$ cat src/rtl/addsub_serial_if.sv
// Handshake and operand/result bundle for addsub_serial.
// The master side issues operations and consumes results; the slave side is the serial adder.
interface addsub_serial_if #(
  parameter int WIDTH = 8
);
  logic             in_valid;
  logic             in_ready;
  logic [WIDTH-1:0] a;
  logic [WIDTH-1:0] b;
  logic             sub;
  logic             abort;
  logic             out_valid;
  logic             out_ready;
  logic [WIDTH-1:0] result;
  logic             cout;
  logic             ovf;
  logic             zero;

  modport master (
    output in_valid, a, b, sub, abort, out_ready,
    input  in_ready, out_valid, result, cout, ovf, zero
  );

  modport slave (
    input  in_valid, a, b, sub, abort, out_ready,
    output in_ready, out_valid, result, cout, ovf, zero
  );
endinterface

$ cat src/rtl/addsub_serial.sv
// Chunk-serial adder/subtractor: CHUNK bits per cycle, WIDTH/CHUNK cycles per operation.
// Define ADDSUB_SERIAL_SAT_EN for unsigned saturation of the result.
module addsub_serial #(
  parameter int WIDTH = 8,
  parameter int CHUNK = 2
) (
  input logic          clk,
  input logic          rst_n,
  addsub_serial_if.slave bus
);
  localparam int NCHUNK = WIDTH / CHUNK;
  localparam int IDXW   = (NCHUNK > 1) ? $clog2(NCHUNK) : 1;
  localparam logic [IDXW-1:0] LAST_IDX = IDXW'(NCHUNK - 1);

  localparam logic [1:0] IDLE = 2'd0;
  localparam logic [1:0] RUN  = 2'd1;
  localparam logic [1:0] DONE = 2'd2;

  logic [1:0]       state_q, state_d;
  logic [WIDTH-1:0] a_q, a_d;
  logic [WIDTH-1:0] b_q, b_d;       // B already inverted for subtract
  logic [WIDTH-1:0] acc_q, acc_d;
  logic             carry_q, carry_d;
  logic [IDXW-1:0]  idx_q, idx_d;
  logic [WIDTH-1:0] result_q, result_d;
  logic             cout_q, cout_d;
  logic             ovf_q, ovf_d;
  logic             zero_q, zero_d;
`ifdef ADDSUB_SERIAL_SAT_EN
  logic             sub_q, sub_d;
`endif

  logic [CHUNK-1:0] a_chunk, b_chunk, s_chunk;
  logic             c_out, c_msb_in;
  logic [WIDTH-1:0] res_val;

  // NOTE: the ripple chain below uses blocking '=' on purpose: each bit must see the
  // carry produced by the previous iteration within the same evaluation.
  always_comb begin
    a_chunk  = a_q[idx_q*CHUNK +: CHUNK];
    b_chunk  = b_q[idx_q*CHUNK +: CHUNK];
    s_chunk  = '0;
    c_out    = carry_q;
    c_msb_in = carry_q;
    for (int i = 0; i < CHUNK; i++) begin
      c_msb_in   = c_out;
      s_chunk[i] = a_chunk[i] ^ b_chunk[i] ^ c_out;
      c_out      = (a_chunk[i] & b_chunk[i]) | (c_out & (a_chunk[i] ^ b_chunk[i]));
    end
  end

  // NOTE: every *_d gets its hold value first so no path through the case leaves it
  // unassigned, which would otherwise infer a latch.
  always_comb begin
    state_d  = state_q;
    a_d      = a_q;
    b_d      = b_q;
    acc_d    = acc_q;
    carry_d  = carry_q;
    idx_d    = idx_q;
    result_d = result_q;
    cout_d   = cout_q;
    ovf_d    = ovf_q;
    zero_d   = zero_q;
`ifdef ADDSUB_SERIAL_SAT_EN
    sub_d    = sub_q;
`endif
    res_val  = '0;

    case (state_q)
      IDLE: begin
        if (bus.in_valid) begin
          a_d     = bus.a;
          b_d     = bus.sub ? ~bus.b : bus.b;
          carry_d = bus.sub;
          idx_d   = '0;
`ifdef ADDSUB_SERIAL_SAT_EN
          sub_d   = bus.sub;
`endif
          state_d = RUN;
        end
      end
      RUN: begin
        if (bus.abort) begin
          state_d = IDLE;
        end else begin
          acc_d[idx_q*CHUNK +: CHUNK] = s_chunk;
          carry_d = c_out;
          idx_d   = (idx_q == LAST_IDX) ? idx_q : idx_q + 1'b1;
          if (idx_q == LAST_IDX) begin
            res_val = acc_d;
`ifdef ADDSUB_SERIAL_SAT_EN
            // Flags stay raw; only the visible result clamps.
            if (!sub_q && c_out)     res_val = '1;
            else if (sub_q && !c_out) res_val = '0;
`endif
            result_d = res_val;
            cout_d   = c_out;
            ovf_d    = c_out ^ c_msb_in;
            zero_d   = (res_val == '0);
            state_d  = DONE;
          end
        end
      end
      DONE: begin
        if (bus.abort || bus.out_ready) state_d = IDLE;
      end
      default: state_d = IDLE;
    endcase
  end

  always_ff @(posedge clk or negedge rst_n) begin
    if (!rst_n) begin
      state_q  <= IDLE;
      a_q      <= '0;
      b_q      <= '0;
      acc_q    <= '0;
      carry_q  <= 1'b0;
      idx_q    <= '0;
      result_q <= '0;
      cout_q   <= 1'b0;
      ovf_q    <= 1'b0;
      zero_q   <= 1'b0;
`ifdef ADDSUB_SERIAL_SAT_EN
      sub_q    <= 1'b0;
`endif
    end else begin
      state_q  <= state_d;
      a_q      <= a_d;
      b_q      <= b_d;
      acc_q    <= acc_d;
      carry_q  <= carry_d;
      idx_q    <= idx_d;
      result_q <= result_d;
      cout_q   <= cout_d;
      ovf_q    <= ovf_d;
      zero_q   <= zero_d;
`ifdef ADDSUB_SERIAL_SAT_EN
      sub_q    <= sub_d;
`endif
    end
  end

  assign bus.in_ready  = (state_q == IDLE);
  assign bus.out_valid = (state_q == DONE);
  assign bus.result    = result_q;
  assign bus.cout      = cout_q;
  assign bus.ovf       = ovf_q;
  assign bus.zero      = zero_q;
endmodule

$ cat src/flat_wrapper.sv
// flat-port wrapper written by rule: the top's interface ports become plain ports
module addsub_serial_flat 
#(
  parameter int WIDTH = 8,
  parameter int CHUNK = 2
)
  (clk, rst_n, bus_in_valid, bus_a, bus_b, bus_sub, bus_abort, bus_out_ready, bus_in_ready, bus_out_valid, bus_result, bus_cout, bus_ovf, bus_zero);
  addsub_serial_if #(.WIDTH(WIDTH)) bus_i ();
  input logic clk;
  input logic rst_n;
  input wire logic [$bits(bus_i.in_valid)-1:0] bus_in_valid;
  input wire logic [$bits(bus_i.a)-1:0] bus_a;
  input wire logic [$bits(bus_i.b)-1:0] bus_b;
  input wire logic [$bits(bus_i.sub)-1:0] bus_sub;
  input wire logic [$bits(bus_i.abort)-1:0] bus_abort;
  input wire logic [$bits(bus_i.out_ready)-1:0] bus_out_ready;
  output wire logic [$bits(bus_i.in_ready)-1:0] bus_in_ready;
  output wire logic [$bits(bus_i.out_valid)-1:0] bus_out_valid;
  output wire logic [$bits(bus_i.result)-1:0] bus_result;
  output wire logic [$bits(bus_i.cout)-1:0] bus_cout;
  output wire logic [$bits(bus_i.ovf)-1:0] bus_ovf;
  output wire logic [$bits(bus_i.zero)-1:0] bus_zero;
  assign bus_i.in_valid = bus_in_valid;
  assign bus_i.a = bus_a;
  assign bus_i.b = bus_b;
  assign bus_i.sub = bus_sub;
  assign bus_i.abort = bus_abort;
  assign bus_i.out_ready = bus_out_ready;
  assign bus_in_ready = bus_i.in_ready;
  assign bus_out_valid = bus_i.out_valid;
  assign bus_result = bus_i.result;
  assign bus_cout = bus_i.cout;
  assign bus_ovf = bus_i.ovf;
  assign bus_zero = bus_i.zero;
  addsub_serial #(.WIDTH(WIDTH), .CHUNK(CHUNK)) u_core (.clk(clk), .rst_n(rst_n), .bus(bus_i));
endmodule
$ cat config.mk
export PLATFORM = sky130hd
export DESIGN_NAME = addsub_serial_flat
export DESIGN_NICKNAME = d
export VERILOG_FILES = /design/src/rtl/addsub_serial_if.sv /design/src/rtl/addsub_serial.sv /design/src/flat_wrapper.sv
export SDC_FILE = /design/constraint.sdc
export NUM_CORES = 1
export LEC_CHECK = 0
export ABC_AREA = 1
export ABC_CLOCK_PERIOD_IN_PS = 2900
export CORE_AREA = 3 3 76 78
export CTS_BUF_LIST = sky130_fd_sc_hd__clkbuf_16
export DETAILED_ROUTE_END_ITERATION = 12
export DIE_AREA = 0 0 79 81
export SYNTH_ARGS = -nofsm -noshare
export SYNTH_HDL_FRONTEND = slang
export SYNTH_SLANG_ARGS = --single-unit
$ cat constraint.sdc
create_clock -name clk -period 2.9 [get_ports clk]
set_clock_uncertainty 0.1 [all_clocks]
set_input_delay 0.29 -clock clk [delete_from_list [all_inputs] [get_ports clk]]
set_output_delay 0.29 -clock clk [all_outputs]
set_load 0.03 [all_outputs]
==> impl_metrics.py <==
metrics = {
    "clocking": {
        "clkTransAtPathRegs_ps": 50,
        "cts_buffers": 5,
        "clockBufferDepth": 2,
        "cts_tree": "built",
        "cts_max_level": 2,
        "root_buffer": "clkbuf_16",
        "clk_latency_ps": 280,
        "clock-sinks": 40,
        "ctsHoldBuffers": 0,
    },
    "power_and_ir_drop": {
        "finalPower_mw": 2.87,
        "power_frac_seq_pct": 32.5,
        "power_leakage_nw": 1.23,
        "p_per_area_nw_per_um2": 1100,
        "switchingPower_mw": 1.20,
        "clkPwrFrac_pct": 17.7,
        "internal_power_mw": 1.67,
        "combPwrFrac_pct": 49.7,
        "p_sw_share_pct": 41.8,
        "ir_worst_vdd_uv": 622,
    },
    "flow_run": {
        "cap_violations": 0,
    },
    "route": {
        "wirelength_um": 4000,
        "viasPerCell": 4.60,
        "firstDrtPassIters": 4,
        "wire_per_inst_um": 11.6,
        "drt_iter0_markers": 44,
        "ant_nets": 0,
        "drc": 0,
        "vias": 1590,
    },
    "timing": {
        "timing.fmax_mhz": 386,
        "worst_pin_slew_ps": 865,
        "final.min_clock_period_ps": 2590,
        "setup_viol": 0,
        "tns_ps": 0,
        "hold_violations": 0,
        "hold_slack_ps": 25.4,
        "relSlewSlack_pct": 42.3,
        "slew_violations": 0,
        "fin_crit_sh_pct": 89.3,
        "grt_setup_unrepaired": "no",
    },
    "finish": {
        "fin_nets": 306,
        "drive_gt1_share_pct": 9.78,
        "multi_input_area_um2": 916,
        "register_area_um2": 1000,
        "area_growth_pct": 26.7,
        "n_fill_cell": 523,
        "antennaDiodeCount": 0,
    },
    "floorplan": {
        "ioPinCount": 35,
        "start_util_pct": 39.8,
        "die-width_um": 79,
        "core_area_um2": 5140,
        "rows": 26,
        "die_height_um": 81,
        "die-area_um2": 6400,
    },
    "logic_synthesis": {
        "yosys.area.top_type": "dfrtp_1",
        "synth_area_leaders": "dfrtp_1 (49%), nand2_1 (13%), o21ai_0 (5.4%)",
        "synth_edf_count": 0,
        "synth_cells": 238,
        "yosys_warnings": 0,
        "syn_area_um2": 2050,
        "synth-main-ff-cell": "dfrtp_1",
        "syn_area_per_cell_um2": 8.60,
        "synth_nets": 268,
        "synthArstFlopShare_pct": 100,
        "synth.distinct_cells": 25,
        "synthTopCellsByCount": "nand2_1 (71), dfrtp_1 (40), nor2_1 (27)",
        "yosysMostFrequentCell": "nand2_1",
        "yosys.area.top_type_share_pct": 48.9,
        "ys_ff_latch": 40,
        "synth-seq-area-share_pct": 48.9,
    },
    "global_routing": {
        "overflow": 0,
        "grt.total_usage_pct": 13.8,
        "grt_max_degree": 41,
        "grt_pass1_vias": 1632,
        "antenna_found_initial": 0,
        "grt_pass1_wl_um": 6950,
    },
    "setup_path": {
        "critPathKind": "reg2reg",
        "worst-r2r-cell-count": 14,
        "cp_num_buf_inv": 3,
        "cp_top_family": "adder cells",
        "path_max_fanout": 11,
        "slowest_delay_ps": 440,
        "path_cells": "inv_2 -> o21ai_0 -> o22ai_1 -> fa_1 -> inv_1 -> fa_1 -> nor2_2 -> nand3_1 -> nand2_1 -> inv_1 -> nand2_1 -> nor2_1 -> nand3_1 -> nand2_1",
        "reg2reg_slack_ps": 310,
        "crit_top_cell": "nand2_1",
        "required_ps": 2970,
        "worstPathArrival_ps": 2660,
        "r2r-end": "u_core.bus.zero",
        "r2r_start": "u_core.idx_q[0]",
        "crit_path_end_kind": "flop",
        "startpoint_type": "flop",
        "slowest_stage": "dfrtp_1",
    },
    "place": {
        "numPortBuffers": 34,
        "dp_hpwl_um": 3020,
        "gp_congestion": 0.831,
    },
    "outcome": {
        "status": "completed",
    },
    "hold_path": {
        "hold_path.class": "in2async",
    },
}
power by group through the flow:
stage / Sequential [mW] / Combinational, mW / Clock (mW)
after floorplan: 1.06 / 0.865 / 0
after global placement: 0.941 / 1.41 / 0
after detailed placement: 0.941 / 1.41 / 0
after CTS: 0.935 / 1.42 / 0.516
after global routing: 0.965 / 1.62 / 0.537
final: 0.933 / 1.43 / 0.508
layout make-up:
type | instances | share of cell area, %
sequential | 40 | 38.6
timing repair buffer | 38 | 14.1
tap | 70 | 3.38
clock buffer | 5 | 4.82
multi-input combinational | 168 | 35.3
inverter | 23 | 3.52
clock inverter | 2 | 0.289
cell families after synthesis:
| group | synth area share [%] |
|---|---|
| buffers and inverters | 6.48 |
| AND/OR/NAND/NOR | 22.6 |
| AO/OA/AOI/OAI | 12.6 |
| XOR/XNOR | 3.85 |
| flip-flops | 48.9 |
| adder cells (fa/ha/maj) | 5.62 |
layout by cell type, fill, tap and decap left out, types with 2 or more instances in the layout:
cell type / instances
nand3_1: 7
clkbuf_16: 5
clkinv_1: 3
fa_1: 2
o21ai_0: 22
nand2_1: 71
clkdlybuf4s50_1: 33
buf_4: 4
dfrtp_1: 40
nand2_2: 2
xnor2_1: 8
a32o_1: 2
o21a_1: 2
inv_2: 2
nor2_8: 2
nor2_1: 26
a21oi_1: 2
ha_1: 6
o21ai_2: 7
inv_1: 18
o22ai_1: 4
inv_4: 2
registers in the layout (all words and copies together), names as in the netlist:
name,flops
u_core.b_q,8
u_core.bus.result,8
u_core.a_q,8
u_core.bus.cout,1
u_core.bus.zero,1
u_core.acc_q,8
u_core.idx_q,2
u_core.state_q,2
u_core.carry_q,1
u_core.bus.ovf,1
per-stage QoR:
step / utilization [%] / area [µm²] / worst slack (ps) / std cells
floorplan: - / 2050 / 313 / 238
global placement: 47.8 / 2460 / 285 / 339
detailed placement: 47.8 / 2460 / 224 / 339
CTS: 50.4 / 2590 / 202 / 346
global route: 50.5 / 2590 / 62.9 / 346
finish: 50.5 / 2590 / 309 / 346
repair_timing:
action	in CTS	in global routing
endpoints found under the setup margin	0	3
buffers inserted	0	0
resized for setup	0	2
layer usage:
| metal | share of wire (%) | GRT usage [%] | vias to the layer above |
|---|---|---|---|
| met2 | 47 | 23.2 | 34 |
| met1 | 47 | 16.4 | 718 |
| met3 | 4.7 | 3.88 | 7 |
| met5 | 0 | 0 | - |
| met4 | 1.6 | 6.19 | 0 |
| li1 | - | - | 831 |
worst reg2reg max path: stages (launching register included):
cell and delay, ps:
dfrtp_1 440, inv_2 120, o21ai_0 190, o22ai_1 110, fa_1 410, inv_1 90
fa_1 440, nor2_2 140, nand3_1 90, nand2_1 80, inv_1 60, nand2_1 60
nor2_1 40, nand3_1 80, nand2_1 50
worst max-delay path by stage:
stage                     from               to  slack [ps]  depth (start not counted)
2_1_floorplan  u_core.idx_q[0]  u_core.bus.zero         310                         15
3_3_place_gp   u_core.idx_q[0]  u_core.bus.zero         290                         14
3_5_place_dp   u_core.idx_q[0]  u_core.bus.zero         220                         14
4_1_cts        u_core.idx_q[0]  u_core.bus.zero         200                         14
5_1_grt        u_core.idx_q[0]  u_core.bus.zero          60                         14
6_report       u_core.idx_q[0]  u_core.bus.zero         310                         14
No activity file was read; power rests on OpenSTA's default activity.
